==> src/rtl/imem_loader.sv <==
// rtl/imem_loader.sv - framed byte-stream loader for the writable instruction memory
//
// Receives frames of SYNC, LEN, 2*N data bytes (high byte first per word), CHK,
// writes each 16-bit word to consecutive instruction memory addresses from 0,
// and holds the processor in reset until a frame's checksum verifies.
//
// Ports:
//   clk         system clock, all state updates on rising edge
//   reset       synchronous, active-high reset
//   in_valid    byte available on in_data
//   in_data     stream byte
//   in_ready    loader accepts a byte this cycle (low in WR and during reset)
//   imem_we     instruction memory write strobe, one-cycle pulse
//   imem_addr   registered write address
//   imem_wdata  registered write word
//   cpu_reset   reset to PC / register file, high while not loaded
//   done        last frame loaded and verified
//   err         last frame failed checksum
module imem_loader #(
    parameter int         ADDR_W = 8,
    parameter int         DATA_W = 16,
    parameter logic [7:0] SYNC   = 8'hA5
) (
    input  logic              clk,
    input  logic              reset,
    input  logic              in_valid,
    input  logic [7:0]        in_data,
    output logic              in_ready,
    output logic              imem_we,
    output logic [ADDR_W-1:0] imem_addr,
    output logic [DATA_W-1:0] imem_wdata,
    output logic              cpu_reset,
    output logic              done,
    output logic              err
);

    typedef enum logic [2:0] {
        S_IDLE, S_LEN, S_HI, S_LO, S_WR, S_CHK, S_DONE, S_ERR
    } state_t;

    state_t            state;
    state_t            state_nxt;
    logic [ADDR_W-1:0] addr_cnt;
    logic [8:0]        remaining;   // one bit wider than LEN so LEN = 0 can mean 256
    logic [7:0]        checksum;
    logic [7:0]        hi_byte;
    logic              accept;

    assign in_ready = !reset && (state != S_WR);
    assign accept   = in_valid && in_ready;

    always_ff @(posedge clk) begin
        if (reset) begin
            state <= S_IDLE;
        end else begin
            state <= state_nxt;
        end
    end

    always_comb begin
        state_nxt = state;
        case (state)
            S_IDLE:  if (accept && in_data == SYNC) state_nxt = S_LEN;
            S_LEN:   if (accept) state_nxt = S_HI;
            S_HI:    if (accept) state_nxt = S_LO;
            S_LO:    if (accept) state_nxt = S_WR;
            // remaining still counts the word just written; it drops on leaving WR
            S_WR:    state_nxt = (remaining > 9'd1) ? S_HI : S_CHK;
            S_CHK:   if (accept) state_nxt = (in_data == checksum) ? S_DONE : S_ERR;
            S_DONE,
            S_ERR:   if (accept && in_data == SYNC) state_nxt = S_LEN;
            default: state_nxt = S_IDLE;
        endcase
    end

    always_ff @(posedge clk) begin
        if (reset) begin
            imem_we    <= 1'b0;
            imem_addr  <= '0;
            imem_wdata <= '0;
            cpu_reset  <= 1'b1;
            done       <= 1'b0;
            err        <= 1'b0;
            addr_cnt   <= '0;
            remaining  <= '0;
            checksum   <= '0;
            hi_byte    <= '0;
        end else begin
            imem_we <= 1'b0;
            case (state)
                S_LEN: if (accept) begin
                    remaining <= (in_data == 8'd0) ? 9'd256 : {1'b0, in_data};
                    addr_cnt  <= '0;
                    checksum  <= '0;
                    cpu_reset <= 1'b1;
                    done      <= 1'b0;
                    err       <= 1'b0;
                end
                S_HI: if (accept) begin
                    hi_byte  <= in_data;
                    checksum <= checksum + in_data;
                end
                S_LO: if (accept) begin
                    // registered so the strobe, address and word all appear during WR
                    checksum   <= checksum + in_data;
                    imem_we    <= 1'b1;
                    imem_addr  <= addr_cnt;
                    imem_wdata <= {hi_byte, in_data};
                end
                S_WR: begin
                    addr_cnt  <= addr_cnt + 1'b1;
                    remaining <= remaining - 9'd1;
                end
                S_CHK: if (accept) begin
                    if (in_data == checksum) begin
                        done      <= 1'b1;
                        err       <= 1'b0;
                        cpu_reset <= 1'b0;
                    end else begin
                        done      <= 1'b0;
                        err       <= 1'b1;
                        cpu_reset <= 1'b1;
                    end
                end
                // a new frame puts the core back in reset right away; flags clear on LEN
                S_DONE,
                S_ERR: if (accept && in_data == SYNC) cpu_reset <= 1'b1;
                default: ;
            endcase
        end
    end

endmodule

==> config.mk <==
export PLATFORM = sky130hd
export DESIGN_NAME = imem_loader
export DESIGN_NICKNAME = d
export VERILOG_FILES = /design/src/rtl/imem_loader.sv
export SDC_FILE = /design/constraint.sdc
export NUM_CORES = 1
export LEC_CHECK = 0
export ABC_AREA = 1
export CORE_MARGIN = 1.5
export CORE_UTILIZATION = 55
export CTS_BUF_LIST = sky130_fd_sc_hd__clkbuf_2
export DETAILED_ROUTE_END_ITERATION = 6
export GPL_TIMING_DRIVEN = 0
export PLACE_DENSITY_LB_ADDON = 0.2
export SYNTH_ARGS = -nofsm -noshare
export SYNTH_HDL_FRONTEND = slang
export SYNTH_SLANG_ARGS = --single-unit
==> constraint.sdc <==
create_clock -name clk -period 2 [get_ports clk]
set_input_delay 0.3 -clock clk [delete_from_list [all_inputs] [get_ports clk]]
set_output_delay 0.3 -clock clk [all_outputs]
set_load 0.1 [all_outputs]
### Word-level counts from Yosys, hierarchy flattened

Index checks and enable logic that the tools add are counted.

| storage, ports and cells | value |
|---|---|
| bits in registers | 64 |
| logic and storage cells | 80 |
| bits of input ports | 11 |
| output and inout port bits | 29 |

| operators by class | value |
|---|---|
| bitwise gates (word level) | 1 |
| reduce and logical (&&, ||, !) cells | 21 |
| add/subtract/negate cells | 3 |
| multiplexer cells | 26 |
| order comparisons | 1 |
| equality and inequality tests | 17 |

Operators by type and width:

| operator | count |
|---|---|
| $pmux W8 S2 | 2 |
| $mux W3 | 6 |
| $mux W9 | 2 |
| $pmux W3 S6 | 1 |
| $pmux W9 S2 | 1 |
| $mux W8 | 2 |
| $eq A3 B3 Y1 const B | 4 |
| $ne A2 B2 Y1 const B | 5 |
| $gt A9 B1 Y1 const B | 1 |
| $mux W1 | 9 |
| $sub A9 B1 Y9 const B | 1 |
| $add A8 B1 Y8 const B | 1 |
| $add A8 B8 Y8 | 1 |
| $eq A8 B8 Y1 | 1 |
| $eq A8 B8 Y1 const B | 1 |
| $logic_not A8 Y1 | 1 |
| $eq A3 B2 Y1 const B | 2 |
| $reduce_and A2 Y1 | 3 |
| $reduce_and A3 Y1 | 2 |
| $reduce_bool A2 Y1 | 3 |
| $reduce_or A2 Y1 | 3 |
| $reduce_and A5 Y1 | 1 |
| $ne A2 B1 Y1 const B | 2 |
| $pmux W1 S2 | 2 |
| 10 further kinds | 12 |

### Logic depth before layout (Yosys ltp)

Gate-level depths: netlist of the first run.

| depth | value |
|---|---|
| depth in word-level cells | 6 |
| mapped depth | 10 |
| mapped depth without buffers | 10 |

### Least setup slack after synthesis of the first run

No wires, ideal clock.

| timing path | value |
|---|---|
| path type | reg2out |
| start | reg state[0] |
| end | out in_ready |
| stages on the path, launching flop included | 6 |
| path slack | -362 ps |
| data required time | 1700 ps |
| data arrival time | 2062 ps |
| buffers on the path | 1 |
| cell sequence | dfxtp_1 nor2_4 nand2_4 inv_2 buf_4 nor2_1 |

| on the way | value |
|---|---|
| word-level cells in the longest chain between the ends | 2 |

RTL lines:

| what | RTL line | RTL |
|---|---|---|
| start, declared | 41 | `state_t state;` |
| start signal, assigned | 56 | `state <= state_nxt;` |
| $ne A3 B3 Y1 | 49 | `assign in_ready = !reset && (state != S_WR);` |
| $logic_and A1 B1 Y1 | 49 |  |
| end, declared | 28 | `output logic in_ready,` |

No other way between the ends.

### Final worst setup path of the first run

Same ends and word-level chain as after synthesis.

==> results of run 1 <==
cells in the final DEF, fill, tap and decap left out, drive strengths merged:
| cell | netlist | routed |
|---|---|---|
| nand2 | 92 | 92 |
| nor2 | 88 | 88 |
| dfxtp | 64 | 64 |
| inv | 45 | 45 |
| o21ai | 43 | 43 |
| a21oi | 40 | 40 |
| nand3 | 32 | 32 |
| clkdlybuf4s15 | 0 | 25 |
| clkbuf | 6 | 18 |
| ha | 10 | 10 |
| clkdlybuf4s50 | 0 | 10 |
| buf | 8 | 10 |
| nand4 | 6 | 6 |
| nor3 | 5 | 5 |
| or2 | 4 | 4 |
| clkinv | 0 | 4 |
| xor2 | 3 | 3 |
| bufinv | 0 | 3 |
| a31oi | 2 | 2 |
| and2 | 1 | 1 |
| a22oi | 1 | 1 |
| nand3b | 1 | 1 |
| fa | 1 | 1 |
worst paths after layout:
kind / from / endpoint / cells after the start
worst max-delay path: state[0] / in_ready / 6
worst min-delay path: reset / remaining[3] / 2
worst max register to register: checksum[0] / checksum[4] / 9
worst min register to register: hi_byte[2] / imem_wdata[10] / 2
worst max-delay path, stage by stage, from the launching register on:
cell     delay, ns
dfxtp_2       0.40
nor2_4        0.15
nand2_4       0.08
inv_2         0.12
buf_6         0.17
nor2_4        0.05
buf_12        0.17
registers in the layout (all words and copies together), names as in the netlist:
| signal | count |
|---|---|
| addr_cnt | 8 |
| hi_byte | 8 |
| err | 1 |
| remaining | 9 |
| checksum | 8 |
| imem_wdata | 16 |
| state | 3 |
| imem_we | 1 |
| imem_addr | 8 |
| cpu_reset | 1 |
| done | 1 |
layer usage:
metal,track usage [%],up-vias,wire [um]
met5,0,-,0
met4,11.8,0,159
met3,7.44,18,486
met2,46.3,107,3790
met1,34.3,1431,3600
li1,-,1569,-
cell families (layout without fill, tap and decap cells):
| family | after synthesis | count (layout) |
|---|---|---|
| compound gates | 86 | 86 |
| xor+xnor | 3 | 3 |
| fa+ha+maj | 11 | 11 |
| buf+inv | 59 | 115 |
| flops | 64 | 64 |
| simple gates | 229 | 229 |
layout make-up:
cell class	count	area (um2)	share of cell area [%]
Multi-Input combinational cell	329	1610	42.1
Sequential cell	64	1280	33.5
Timing Repair Buffer	40	424	11.1
Inverter	45	169	4.41
Clock inverter	7	120	3.14
Tap cell	72	90.1	2.35
Buffer	14	86.3	2.25
Clock buffer	9	45.0	1.18
where the power goes:
group          internal, mW  switching, mW  leakage [nW]  total (mW)
logic                0.0562          0.112          1.09       0.168
clock network         0.542          0.504        0.0937        1.05
registers              1.28        0.00377         0.516        1.29
total                  1.88          0.619          1.70        2.50
metrics by stage:
stage	instance area [um2]	instances	util, %
2_1_floorplan	3140	452	-
3_3_place_gp	3620	563	65.7
3_5_place_dp	3620	563	65.7
4_1_cts	3840	580	69.8
5_1_grt	3830	580	69.6
6_report	3830	580	69.6
what timing repair did:
item | CTS | global route
gates resized for setup | 94 | 6
pin swaps | 1 | 0
endpoints found under the setup margin | 29 | 4
setup buffers | 1 | 0
==> metrics.txt, run 1 <==
status=complete, no violations; Worst-Margin Slew=0.557 ns; clock slew at reported path FFs=0.19 ns; maximum VDD drop=457 uV; Worst Path Required=1.70 ns; Layout fillers=476; post-synthesis area per instance=6.93 um2; largest net degree at the start of global routing=13; Seq cells post-synth=64; Synth cell types=29; number of synthesized flops with an enable pin=0; post-layout min period=1.93 ns; Placement Rows=27; Post-Syn Nets=474; first-pass GRT wire length=13.4 mm; DR vias=3125; Synth Area in Adders=4.63%; CTS tree=yes; CTS sink cnt=64; HPWL Detailed=5.71 mm; via/cell ratio=5.39; clock buffer depth=2; n_diodes=0; crit share post-route=96.3%; gp weighted congestion=0.910; clock skew=0.0307 ns; Slew Viols, Final=0; CTS buffer count=9; DRC viols=0; CTS Hold Bufs=0; Worst Hold Slack=0.467 ns; Clock Latency Late Sink=0.51 ns; wirelength, routed=8.04 mm; GRT overflow=0; LEAKAGE=1.70 nW; post-synth top area cell=dfxtp_1; Primary FF master, synth=dfxtp_1; Setup violations, final=0; most numerous cell in the Yosys netlist=nand2_1; vias in the first global route=2950; setup_tns=0 ns; Chip Height=78.5 um; Initial Utilization=56.9%; I/O Buffers=39; share of the synthesized area in the top cell type=40.9%; Core Area=0.00551 mm2; async set-reset flop share out of synthesis=0%; mux cell area share after synthesis=0%; largest family of logic cells by synthesized area=simple AND/OR/NAND/NOR gates; cell count after synthesis=452; Max-slew headroom=62.9%; root buffer cell=clkbuf_2; Simple-Gate Fraction of Synth Area=31.9%; Layout area overhead=22.2%; Synth Area in Compound Gates=13.9%; die width=78.5 um; RSZ-0062 raised after global routing=true; synth warn=0; drt pass-1 iters=5; xor and xnor area share after synthesis=0.838%; critical path class=reg2out; Crit Path Max Fanout=10; post-synthesis cell area=0.00313 mm2; die footprint=0.00616 mm2; number of H-tree levels=3; Worst R2R Setup Slack=0.38 ns; Worst Setup Start Kind=flop; Max Cap Viol=0; pre-CTS WS=-0.725 ns; Final WS setup=0.0748 ns; register area share after synthesis=40.9%; initial antenna violation count=0; WL/cell=13.9 um; endpoint class of the critical path=output pin; Layout Nets=525; power per cell area=652 mW/mm2; remaining antenna violation count=0; synth top area cells=dfxtp_1 (41%), nand2_1 (11%), nor2_1 (9.9%); share of layout cells above drive strength 1=14.6%; Hold Crit Class=in2reg; synth cell count leaders=nand2_1 (90), nor2_1 (83), dfxtp_1 (64), o21ai_0 (43); initial drt markers=200; GRT Total Usage=28.0%; I/O pin total=40; Worst EP arrival=1.63 ns; fmax=519 MHz; total power=2.50 mW; Hold Fails Final Rpt=0
Power figures use the tool's default switching activity.
==> run 2: changes to the inputs <==
- CORE_UTILIZATION: 55 -> 50
==> metrics.txt, run 2 (synthesis gave the netlist of run 1 again) <==
status=complete, no violations; CTS sink cnt=64; Crit Path Max Fanout=10; number of H-tree levels=3; root buffer cell=clkbuf_2; Worst EP arrival=1.59 ns; R2R cell count=9; Reg with most FFs=imem_wdata; Crit-path slowest cell=dfxtp_4; critical path class=reg2out; CP cell instances=nor2_4 > nand2_4 > inv_4 > buf_6 > nor2_4 > buf_12; CP startpoint=state[0]; I/O Buffers=39; CP most frequent cell=nor2_4; endpoint class of the critical path=output pin; initial antenna violation count=0; gp weighted congestion=0.885; CTS buffer count=9; fmax=530 MHz; top flop regs=imem_wdata (16), remaining (9); Max-slew headroom=62.1%; Min-Delay Startpoint=reset; vias in the first global route=2764; Worst-Margin Slew=0.568 ns; remaining antenna violation count=0; Placement Rows=28; Clock Latency Late Sink=0.51 ns; commonest cells after routing, fill and taps aside=nand2_1 (90), nor2_1 (82), dfxtp_1 (62); wirelength, routed=8.17 mm; Layout Nets=527; Worst Setup Start Kind=flop; DR vias=3180; final core occ=63.9%; crit share post-route=94.3%; Layout area overhead=22.1%; share of layout cells above drive strength 1=14.9%; initial drt markers=210; die footprint=0.00675 mm2; Largest register FFs=16; RSZ-0062 raised after global routing=false; CTS tree=yes; power per cell area=594 mW/mm2; GRT Total Usage=26.0%; number of cells on the worst hold path=2; DRC viols=0; clock slew at reported path FFs=0.20 ns; Worst Path Required=1.70 ns; Hold Crit Class=in2reg; Hold Fails Final Rpt=0; post-layout min period=1.89 ns; die width=82.2 um; Chip Height=82.2 um; Core Area=0.00599 mm2; clock buffer depth=2; WL/cell=14.0 um; commonest non-fill, non-tap cell in the layout=nand2_1; Initial Utilization=52.3%; largest net degree at the start of global routing=13; Slew Viols, Final=0; Setup violations, final=0; Max Cap Viol=0; Worst Hold Slack=0.410 ns; Post-DP Area=0.00362 mm2; HPWL Detailed=5.72 mm; CP peak stage delay=0.40 ns; via/cell ratio=5.44; GRT overflow=0; I/O pin total=40; maximum VDD drop=528 uV; LEAKAGE=1.69 nW; drt pass-1 iters=6; first-pass GRT wire length=13.0 mm; Reg-to-Reg Start=checksum[0]; final instance area=0.00383 mm2; setup_tns=0 ns; n_diodes=0; clock skew=0.0228 ns
## run 2: final timing paths
| path | slack (ns) | to |
|---|---|---|
| worst max-delay path | 0.11 | in_ready |
| worst min-delay path | 0.41 | remaining[3] |
| worst max register to register | 0.32 | checksum[4] |
| worst min register to register | 0.48 | err |
## run 2: critical path, delay by kind of cell (launching register included)
kind	cells	cell delay (ns)
buffers and inverters	3	0.43
DFF	1	0.40
and+or+nand+nor	3	0.27
## run 2: metrics by stage
stage | power (mW) | worst slack, ns | std cells
after floorplan | 1.40 | 0.111 | 452
after global placement | 1.47 | -0.705 | 566
after CTS | 2.26 | 0.0169 | 583
after global routing | 2.36 | 0.0205 | 585
after detailed placement | 1.47 | -0.701 | 566
final | 2.27 | 0.113 | 585
## run 2: per-layer routing
| metal | GRT usage (%) | vias to the layer above | part of all wire [%] |
|---|---|---|---|
| met1 | 35.6 | 1474 | 46 |
| li1 | - | 1573 | - |
| met3 | 6.92 | 13 | 6.3 |
| met5 | 0 | - | 0 |
| met4 | 8.81 | 0 | 1.9 |
| met2 | 39.6 | 120 | 46 |
## run 2: area by class of cell
type                    count  area (um2)
flip-flops and latches     64        1290
inverters                  45         171
plain buffers              14        86.3
well taps                  75        93.8
multi-input cells         329        1610
repair buffers             42         458
clock inverters             7        72.6
clock buffers               9        45.0
fillers                   537        2160
## run 2: what timing repair did
item                                   in CTS  in global routing
hold buffers                                0                  0
resized for setup                          95                  7
setup buffers                               1                  2
pin swaps                                   1                  0
endpoints found under the hold margin       0                  0
setup endpoints to repair                  29                  1
## run 2: power breakdown
group          total [mW]  switching (mW)  internal [mW]
logic               0.169           0.112         0.0570
registers            1.28         0.00344           1.28
clock network       0.818           0.530          0.289
